File: config.mk
export PLATFORM = sky130hd
export DESIGN_NAME = imem_loader
export DESIGN_NICKNAME = d
export VERILOG_FILES = /design/src/rtl/imem_loader.sv
export SDC_FILE = /design/constraint.sdc
export NUM_CORES = 1
export LEC_CHECK = 0
export BUFFER_PORTS_ARGS = -buffer_cell sky130_fd_sc_hd__buf_2
export CAP_MARGIN = 20
export CORE_ASPECT_RATIO = 1.75
export CORE_MARGIN = 2
export CORE_UTILIZATION = 52
export CTS_CLUSTER_DIAMETER = 60
export DETAILED_ROUTE_END_ITERATION = 10
export PLACE_DENSITY = 0.74
export SLEW_MARGIN = 20
export SYNTH_ARGS = -nofsm -noshare
export SYNTH_HDL_FRONTEND = slang
export SYNTH_SLANG_ARGS = --single-unit
File: constraint.sdc
create_clock -name clk -period 2 [get_ports clk]
set_input_delay 0.4 -clock clk [delete_from_list [all_inputs] [get_ports clk]]
set_output_delay 0.4 -clock clk [all_outputs]
set_load 0.02 [all_outputs]
File: src/rtl/imem_loader.sv
// imem_loader
//
// Byte-serial program loader for the core's instruction memory. A load is a
// 16-bit little-endian word count N followed by N little-endian 32-bit
// instruction words. Each assembled word is written with a one-cycle strobe.
// The core is held in reset until the whole image has been written.
//
// Optional feature: define IMEM_LOADER_CHECKSUM_EN to require a trailing
// checksum byte. This byte is the modulo-256 sum of all data bytes. A mismatch
// aborts the load into the error state.
//
// Parameters:
//   ADDR_W     word-address width of instruction memory (capacity 2^ADDR_W)
//   BASE_ADDR  word address of the first loaded instruction
//
// Ports:
//   clk        system clock
//   rst        synchronous active-high reset
//   start      load request, honoured in IDLE, DONE and ERR only
//   in_valid   byte-stream valid
//   in_data    byte-stream data
//   in_ready   loader accepts a byte this cycle (decoded from state only)
//   wr_en      instruction-memory write strobe, one cycle per word
//   wr_addr    word write address
//   wr_data    assembled instruction word (held between strobes)
//   core_hold  1 = core held in reset
//   done       image loaded, core released
//   err        load aborted
module imem_loader #(
    parameter int ADDR_W    = 10,
    parameter int BASE_ADDR = 0
) (
    input  logic              clk,
    input  logic              rst,
    input  logic              start,
    input  logic              in_valid,
    input  logic [7:0]        in_data,
    output logic              in_ready,
    output logic              wr_en,
    output logic [ADDR_W-1:0] wr_addr,
    output logic [31:0]       wr_data,
    output logic              core_hold,
    output logic              done,
    output logic              err
);

`ifdef IMEM_LOADER_CHECKSUM_EN
    typedef enum logic [2:0] {
        S_IDLE = 3'd0,
        S_LEN0 = 3'd1,
        S_LEN1 = 3'd2,
        S_DATA = 3'd3,
        S_CSUM = 3'd4,
        S_DONE = 3'd5,
        S_ERR  = 3'd6
    } state_t;
`else
    typedef enum logic [2:0] {
        S_IDLE = 3'd0,
        S_LEN0 = 3'd1,
        S_LEN1 = 3'd2,
        S_DATA = 3'd3,
        S_DONE = 3'd5,
        S_ERR  = 3'd6
    } state_t;
`endif

    // Largest legal word count; 33 bits so that any ADDR_W up to 32 fits.
    localparam logic [32:0]       CAP_WORDS = 33'd1 << ADDR_W;
    localparam logic [ADDR_W-1:0] BASE_W    = ADDR_W'(BASE_ADDR);

    state_t            state_r;
    logic [7:0]        len_lo_r;
    logic [15:0]       word_cnt_r;
    logic [15:0]       word_idx_r;
    logic [1:0]        byte_cnt_r;
    logic [23:0]       part_r;
    logic [ADDR_W-1:0] addr_r;
    logic              wr_en_r;
    logic [ADDR_W-1:0] wr_addr_r;
    logic [31:0]       wr_data_r;
    logic              core_hold_r;
    logic              done_r;
    logic              err_r;
`ifdef IMEM_LOADER_CHECKSUM_EN
    logic [7:0]        csum_r;
`endif

    logic              in_ready_s;
    logic              hs_s;
    logic [15:0]       len_full_s;
    logic              last_word_s;
    logic              restart_s;

    // in_ready is a pure decode of the registered state, never of in_valid.
`ifdef IMEM_LOADER_CHECKSUM_EN
    assign in_ready_s = (state_r == S_LEN0) || (state_r == S_LEN1) ||
                        (state_r == S_DATA) || (state_r == S_CSUM);
`else
    assign in_ready_s = (state_r == S_LEN0) || (state_r == S_LEN1) ||
                        (state_r == S_DATA);
`endif

    assign hs_s        = in_valid && in_ready_s;
    assign len_full_s  = {in_data, len_lo_r};
    assign last_word_s = ((word_idx_r + 16'd1) == word_cnt_r);
    assign restart_s   = start && ((state_r == S_IDLE) || (state_r == S_DONE) ||
                                   (state_r == S_ERR));

    assign in_ready  = in_ready_s;
    assign wr_en     = wr_en_r;
    assign wr_addr   = wr_addr_r;
    assign wr_data   = wr_data_r;
    assign core_hold = core_hold_r;
    assign done      = done_r;
    assign err       = err_r;

    // Loader FSM: length capture, word assembly, write strobes and status flags.
    always_ff @(posedge clk) begin
        if (rst) begin
            state_r     <= S_IDLE;
            len_lo_r    <= 8'd0;
            word_cnt_r  <= 16'd0;
            word_idx_r  <= 16'd0;
            byte_cnt_r  <= 2'd0;
            part_r      <= 24'd0;
            addr_r      <= BASE_W;
            wr_en_r     <= 1'b0;
            wr_addr_r   <= {ADDR_W{1'b0}};
            wr_data_r   <= 32'd0;
            core_hold_r <= 1'b1;
            done_r      <= 1'b0;
            err_r       <= 1'b0;
`ifdef IMEM_LOADER_CHECKSUM_EN
            csum_r      <= 8'd0;
`endif
        end else begin
            wr_en_r <= 1'b0;
            case (state_r)
                S_IDLE: begin
                    if (start) begin
                        state_r <= S_LEN0;
                    end
                end
                S_LEN0: begin
                    if (hs_s) begin
                        len_lo_r <= in_data;
                        state_r  <= S_LEN1;
                    end
                end
                S_LEN1: begin
                    if (hs_s) begin
                        word_cnt_r <= len_full_s;
                        if (len_full_s == 16'd0) begin
`ifdef IMEM_LOADER_CHECKSUM_EN
                            state_r     <= S_CSUM;
`else
                            // Nothing to write, so release the core at this very edge.
                            state_r     <= S_DONE;
                            done_r      <= 1'b1;
                            core_hold_r <= 1'b0;
`endif
                        end else if ({17'd0, len_full_s} > CAP_WORDS) begin
                            state_r <= S_ERR;
                            err_r   <= 1'b1;
                        end else begin
                            state_r <= S_DATA;
                        end
                    end
                end
                S_DATA: begin
                    if (hs_s) begin
`ifdef IMEM_LOADER_CHECKSUM_EN
                        csum_r <= csum_r + in_data;
`endif
                        byte_cnt_r <= byte_cnt_r + 2'd1;
                        case (byte_cnt_r)
                            2'd0: part_r[7:0]   <= in_data;
                            2'd1: part_r[15:8]  <= in_data;
                            2'd2: part_r[23:16] <= in_data;
                            2'd3: begin
                                wr_en_r    <= 1'b1;
                                wr_addr_r  <= addr_r;
                                wr_data_r  <= {in_data, part_r};
                                addr_r     <= addr_r + {{(ADDR_W-1){1'b0}}, 1'b1};
                                word_idx_r <= word_idx_r + 16'd1;
                                if (last_word_s) begin
`ifdef IMEM_LOADER_CHECKSUM_EN
                                    state_r <= S_CSUM;
`else
                                    // done/core_hold follow one cycle later in
                                    // DONE, after this final strobe has landed.
                                    state_r <= S_DONE;
`endif
                                end
                            end
                            default: byte_cnt_r <= 2'd0;
                        endcase
                    end
                end
`ifdef IMEM_LOADER_CHECKSUM_EN
                S_CSUM: begin
                    if (hs_s) begin
                        if (in_data == csum_r) begin
                            state_r     <= S_DONE;
                            done_r      <= 1'b1;
                            core_hold_r <= 1'b0;
                        end else begin
                            state_r <= S_ERR;
                            err_r   <= 1'b1;
                        end
                    end
                end
`endif
                S_DONE: begin
                    if (start) begin
                        state_r     <= S_LEN0;
                        done_r      <= 1'b0;
                        core_hold_r <= 1'b1;
                    end else begin
                        done_r      <= 1'b1;
                        core_hold_r <= 1'b0;
                    end
                end
                S_ERR: begin
                    if (start) begin
                        state_r <= S_LEN0;
                        err_r   <= 1'b0;
                    end
                end
                default: begin
                    state_r <= S_IDLE;
                end
            endcase

            // A new load always starts from a clean word/byte position.
            if (restart_s) begin
                word_idx_r <= 16'd0;
                byte_cnt_r <= 2'd0;
                addr_r     <= BASE_W;
`ifdef IMEM_LOADER_CHECKSUM_EN
                csum_r     <= 8'd0;
`endif
            end
        end
    end

endmodule

Word-level counts from Yosys, hierarchy flattened --
Index checks and enable logic that the tools add are counted.
Storage, ports and cells: output and inout port bits 47, bits in writable memories 0, flip-flop bits (word level) 125, bits in latches 0, memories kept 0, ROM bits 0
Cells by class: shift operators 0, bitwise gates (word level) 2, muxes and demuxes 23, reduce and logical (&&, ||, !) cells 24, divide/modulo/power cells 0, multiply operators 0, add/sub/neg operators 3, equal/unequal tests 19, $lt $le $gt $ge 1
Operators by type and width (count):
- $mux W3 | 8
- $add A16 B1 Y16 const B | 1
- $eq A16 B16 Y1 | 1
- $gt A16 B11 Y1 const B | 1
- $logic_not A16 Y1 | 1
- $reduce_and A3 Y1 | 5
- $ne A2 B2 Y1 const B | 6
- $pmux W3 S4 | 1
- $mux W1 | 11
- $add A10 B1 Y10 const B | 1
- $ne A2 B1 Y1 const B | 4
- $eq A3 B2 Y1 const B | 2
- $eq A3 B3 Y1 const B | 2
- $pmux W1 S2 | 3
- $reduce_and A2 Y1 | 3
- $reduce_and A6 Y1 | 1
- $reduce_or A3 Y1 | 2
- $reduce_and A5 Y1 | 1
- $eq A2 B2 Y1 const B | 2
- $logic_or A1 B1 Y1 | 4
- $reduce_bool A2 Y1 | 2
- $eq A3 B1 Y1 const B | 1
- $logic_not A3 Y1 | 1
- $add A2 B1 Y2 const B | 1
- 5 further kinds | 7

Depth between registers and ports, before layout --
word-level depth 6, mapped depth 8, gate-level depth less buffers 7

Worst setup path before layout --
No wires, ideal clock.
kind reg-to-reg, start point register word_idx_r[1], end point register state_r[1], required time 1.876 ns, arrival 1.870 ns, path buffers 0, cell stages (with the launch flop) 8, path slack 0.006 ns, path through dfxtp_1 > ha_1 > nand4_4 > or4_1 > a21oi_1 > o2111a_1 > nand4_1 > o2bb2ai_1
Between the ends: longest elaborated chain between the ends 4
Ends and longest elaborated chain:
- start, declared | RTL line 75 | logic [15:0] word_idx_r;
- start signal, assigned | RTL line 186 | word_idx_r <= word_idx_r + 16'd1;
- $add A16 B1 Y16 | RTL line 106 | assign last_word_s = ((word_idx_r + 16'd1) == word_cnt_r);
- $eq A16 B16 Y1 | RTL line 106
- $ne A2 B2 Y1 (no source line)
- $reduce_and A6 Y1 (no source line)
- end signal, assigned | RTL line 121 | state_r <= S_IDLE;
- end signal, assigned | RTL line 142 | state_r <= S_LEN0;
- end signal, assigned | RTL line 148 | state_r <= S_LEN1;
- end, declared | RTL line 72 | state_t state_r;
Every way passes these cells. A chain may end at the register's enable or synchronous reset.

Final worst setup path --
Ends and elaborated chain as after synthesis.

==> out/qor.csv <==
stage,metric,value,unit
sta,Worst Tran Pin Value,0.571,ns
logic_synthesis,post-synthesis instance area,0.00526,mm²
worst_setup_path,R2R Setup Slk,0.08,ns
clock_tree,TritonCTS Buffers,17,
sta,Slew HR,0.619,
finish,FF+latch area,0.00251,mm²
routing,DR pass1 iterations,6,
logic_synthesis,Post-Syn Instances,661,
grt,initial antenna violation count,0,
logic_synthesis,"flops & latches, synth",125,
logic_synthesis,synth top area cells,"dfxtp_1, nand2_1, a21oi_1",
place,PortBufs,58,
routing,via count,4812,
die,Die H,137,µm
grt,layer with the highest usage,met2,
sta,fin crit period,1.92,ns
status,status,"finished, final reports clean",
power,Peak supply drop,0.791,mV
finish,Area Growth Syn to Fin,23.4,%
worst_setup_path,CP bufs+invs,0,
sta,Slew Limit Fails,0,
routing,Via density,5.54,
sta,setup TNS,0,ns
worst_setup_path,CP max-delay cell,or4_1,
sta,Final WS setup,0.0782,ns
grt,largest net degree at the start of global routing,99,
die,Rows,48,
routing,initial DRC count,246,
clock_tree,CTS Hold Bufs,0,
die,Core Box Area,0.00985,mm²
logic_synthesis,"Warnings, synthesis",0,
finish,area occupied by multi-input gates,0.00260,mm²
finish,fin cells,868,
worst_setup_path,worst r2r src,word_idx_r[1],
routing,Total Routed Length,13.4,mm
finish,Fillers,837,
grt,GRT Total Usage,0.253,
logic_synthesis,Mapped Avg Cell Area,7.96,µm²
worst_setup_path,CP required,2.28,ns
logic_synthesis,register area share after synthesis,0.476,
grt,met3 Use GR,0.0534,
die,# IOs,59,
routing,Routed WL per cell,15.4,µm
finish,post-layout net count,749,
routing,antenna-violating nets left,0,
clock_tree,clk_lat worst skew,0.42,ns
finish,ANT cells,0,
sta,final setup fails,0,
hold_path,Hold Crit Class,primary input to flip-flop,
hold_path,Hold Startpoint,start,
logic_synthesis,"EDFF count, synth",0,
worst_setup_path,"Cell Chain, Critical Path",ha_4 > nand4_4 > or4_1 > a21oi_1 > o2111a_1 > nand4_1 > o2bb2ai_1,
finish,fraction of layout cells with a size suffix above 1,0.199,
logic_synthesis,Synth async-reset ratio,0,
hold_path,hold path depth,2,
worst_setup_path,critical-path maximum fanout,2,
clock_tree,clock-pin slew on the worst setup and hold paths,0.06,ns
worst_setup_path,Setup CP Type,flip-flop to flip-flop,
worst_setup_path,Top delay family on crit path,simple AND/OR/NAND/NOR gates,
place,detailed placement HPWL,9.15,mm
logic_synthesis,Post-Syn Nets,679,
worst_setup_path,WP data arrival,2.21,ns
routing,# DRC,0,
die,die width,80.0,µm
sta,Clock Skew,0.00884,ns
logic_synthesis,share of the synthesized area in the top cell type,0.476,
die,Initial Utilization,0.534,
sta,Final Cycle Share,0.961,
logic_synthesis,most area-hungry cell type in the Yosys netlist,dfxtp_1,
worst_setup_path,critical path startpoint category,flip-flop,
sta,Max Clock Freq,520,MHz
worst_setup_path,reg2reg end,state_r[1],
place,gpl congestion,0.921,
clock_tree,CTS sink count,125,
clock_tree,Clock Path Buffers,2,
sta,Final Hold Fails,0,
grt,M2 GR Usage,0.463,
grt,first-pass GRT wire length,21.3,mm
logic_synthesis,top_reg_cell synth,dfxtp_1,
worst_setup_path,CP endpoint kind,flip-flop,
sta,Final Hold Slack,0.271,ns
grt,number of global-route vias before repair,4487,
logic_synthesis,post-synthesis cell type count,49,
place,dpl cells,837,
worst_setup_path,Worst R2R Path Depth,7,
power,Static Leak,2.41,nW
die,DIE AREA,0.0110,mm²
hold_path,hold worst-path end,err,
flow_run,maxcap violations,0,
worst_setup_path,Worst path max stage delay,0.54,ns
clock_tree,buffer count from post-CTS setup fixing,0,
grt,met1 usage,0.266,
place,dpl ws,0.0152,ns
clock_tree,H-tree lvl count,4,
power,pwr dens,994,mW/mm²
grt,total grt overflow,0,
clock_tree,CTS tree,built,
clock_tree,Root Buffer,clkbuf_16,
## worst reg2reg max path, stage by stage (launching register included)
cell,delay [ns]
dfxtp_2,0.36
ha_4,0.16
nand4_4,0.10
or4_1,0.54
a21oi_1,0.14
o2111a_1,0.21
nand4_1,0.12
o2bb2ai_1,0.16
## routing by layer
| metal | vias to the layer above | part of all wire |
|---|---|---|
| li1 | 2360 | - |
| met1 | 2251 | 0.36 |
| met2 | 163 | 0.56 |
| met3 | 38 | 0.046 |
| met4 | 0 | 0.036 |
| met5 | - | 0 |
## stage by stage
stage	total power, mW	area, µm²	util
after detailed placement	3.28	5820	0.591
after global routing	6.66	6490	0.659
after global placement	3.26	5820	0.591
final	6.46	6490	0.659
after CTS	6.46	6440	0.654
after floorplan	3.10	5260	-
## synthesized netlist by cell type, types with 2 or more instances
library cell	number
a2bb2oi_1	2
nor3_1	8
a21o_1	2
inv_1	8
o211ai_1	2
xnor2_1	23
a31oi_1	2
nand3_2	2
buf_2	7
dfxtp_1	125
o21ai_0	5
xor2_1	20
nor2b_1	6
or4_1	2
or3_1	6
nand3_1	30
a211oi_1	2
o21a_1	2
a22oi_1	2
ha_1	6
clkbuf_1	26
nand2_1	185
and3_1	3
nand4_1	9
and2_1	3
nor4_1	6
nor2_1	36
buf_1	10
a21oi_1	101
## sequential cells by signal, indices dropped and copies added (netlist names), 2 cells and up
| name | flops |
|---|---|
| addr_r | 10 |
| wr_data | 32 |
| part_r | 24 |
| byte_cnt_r | 2 |
| state_r | 3 |
| word_idx_r | 16 |
| word_cnt_r | 16 |
| len_lo_r | 8 |
| wr_addr | 10 |
## cells in the final DEF (no fill, tap or decap), types with 3 or more instances in the layout
cell	synthesis	layout
o21ai_0	5	5
clkbuf_16	0	17
nand4_1	9	9
nor4_1	6	5
buf_4	0	35
nor2_1	36	36
nor3_1	8	7
and3_1	3	3
nand2_1	185	185
xor2_1	20	20
or3_1	6	6
xnor2_1	23	23
clkinvlp_4	0	3
ha_1	6	5
bufinv_16	0	4
a21oi_1	101	101
buf_2	7	58
nor2b_1	6	6
dfxtp_2	0	8
clkinv_2	0	3
dfxtp_1	125	117
inv_1	8	8
nand3_1	30	30
## cell families after synthesis
| kind of cell | Yosys count | share of synthesized area |
|---|---|---|
| AND/OR/NAND/NOR | 302 | 0.255 |
| AO/OA/AOI/OAI | 133 | 0.144 |
| flip-flops | 125 | 0.476 |
| buffers and inverters | 51 | 0.0381 |
| XOR/XNOR | 43 | 0.0716 |
| adder cells (fa/ha/maj) | 6 | 0.0143 |
| multiplexers | 1 | 0.00190 |
## worst max-delay path by stage
stage / startpoint / to / slack (ns) / cells after the start
2_1_floorplan: word_idx_r[1] / state_r[1] / 0.006 / 7
3_3_place_gp: in_data[0] / core_hold / 0.02 / 8
3_5_place_dp: word_idx_r[0] / state_r[1] / 0.02 / 7
4_1_cts: word_idx_r[0] / state_r[1] / 0.001 / 7
5_1_grt: word_idx_r[1] / state_r[1] / -0.01 / 7
6_report: word_idx_r[1] / state_r[1] / 0.08 / 7
## layout make-up
| type | instances | area share |
|---|---|---|
| Clock inverter | 14 | 0.0297 |
| Clock buffer | 17 | 0.0655 |
| Inverter | 8 | 0.00463 |
| Tap cell | 125 | 0.0241 |
| Multi-Input combinational cell | 485 | 0.401 |
| Sequential cell | 125 | 0.387 |
| Timing Repair Buffer | 94 | 0.0883 |
## repair_timing
action | 4_1_cts | 5_1_grt
pin swaps | 0 | 6
endpoints found under the setup margin | 1 | 30
resized for setup | 1 | 15
## power by group
group	internal, mW	total (mW)	switching, mW
clock network	2.08	3.21	1.13
registers	2.57	2.65	0.0844
logic	0.223	0.592	0.370
(Power assumes the default switching activity.)
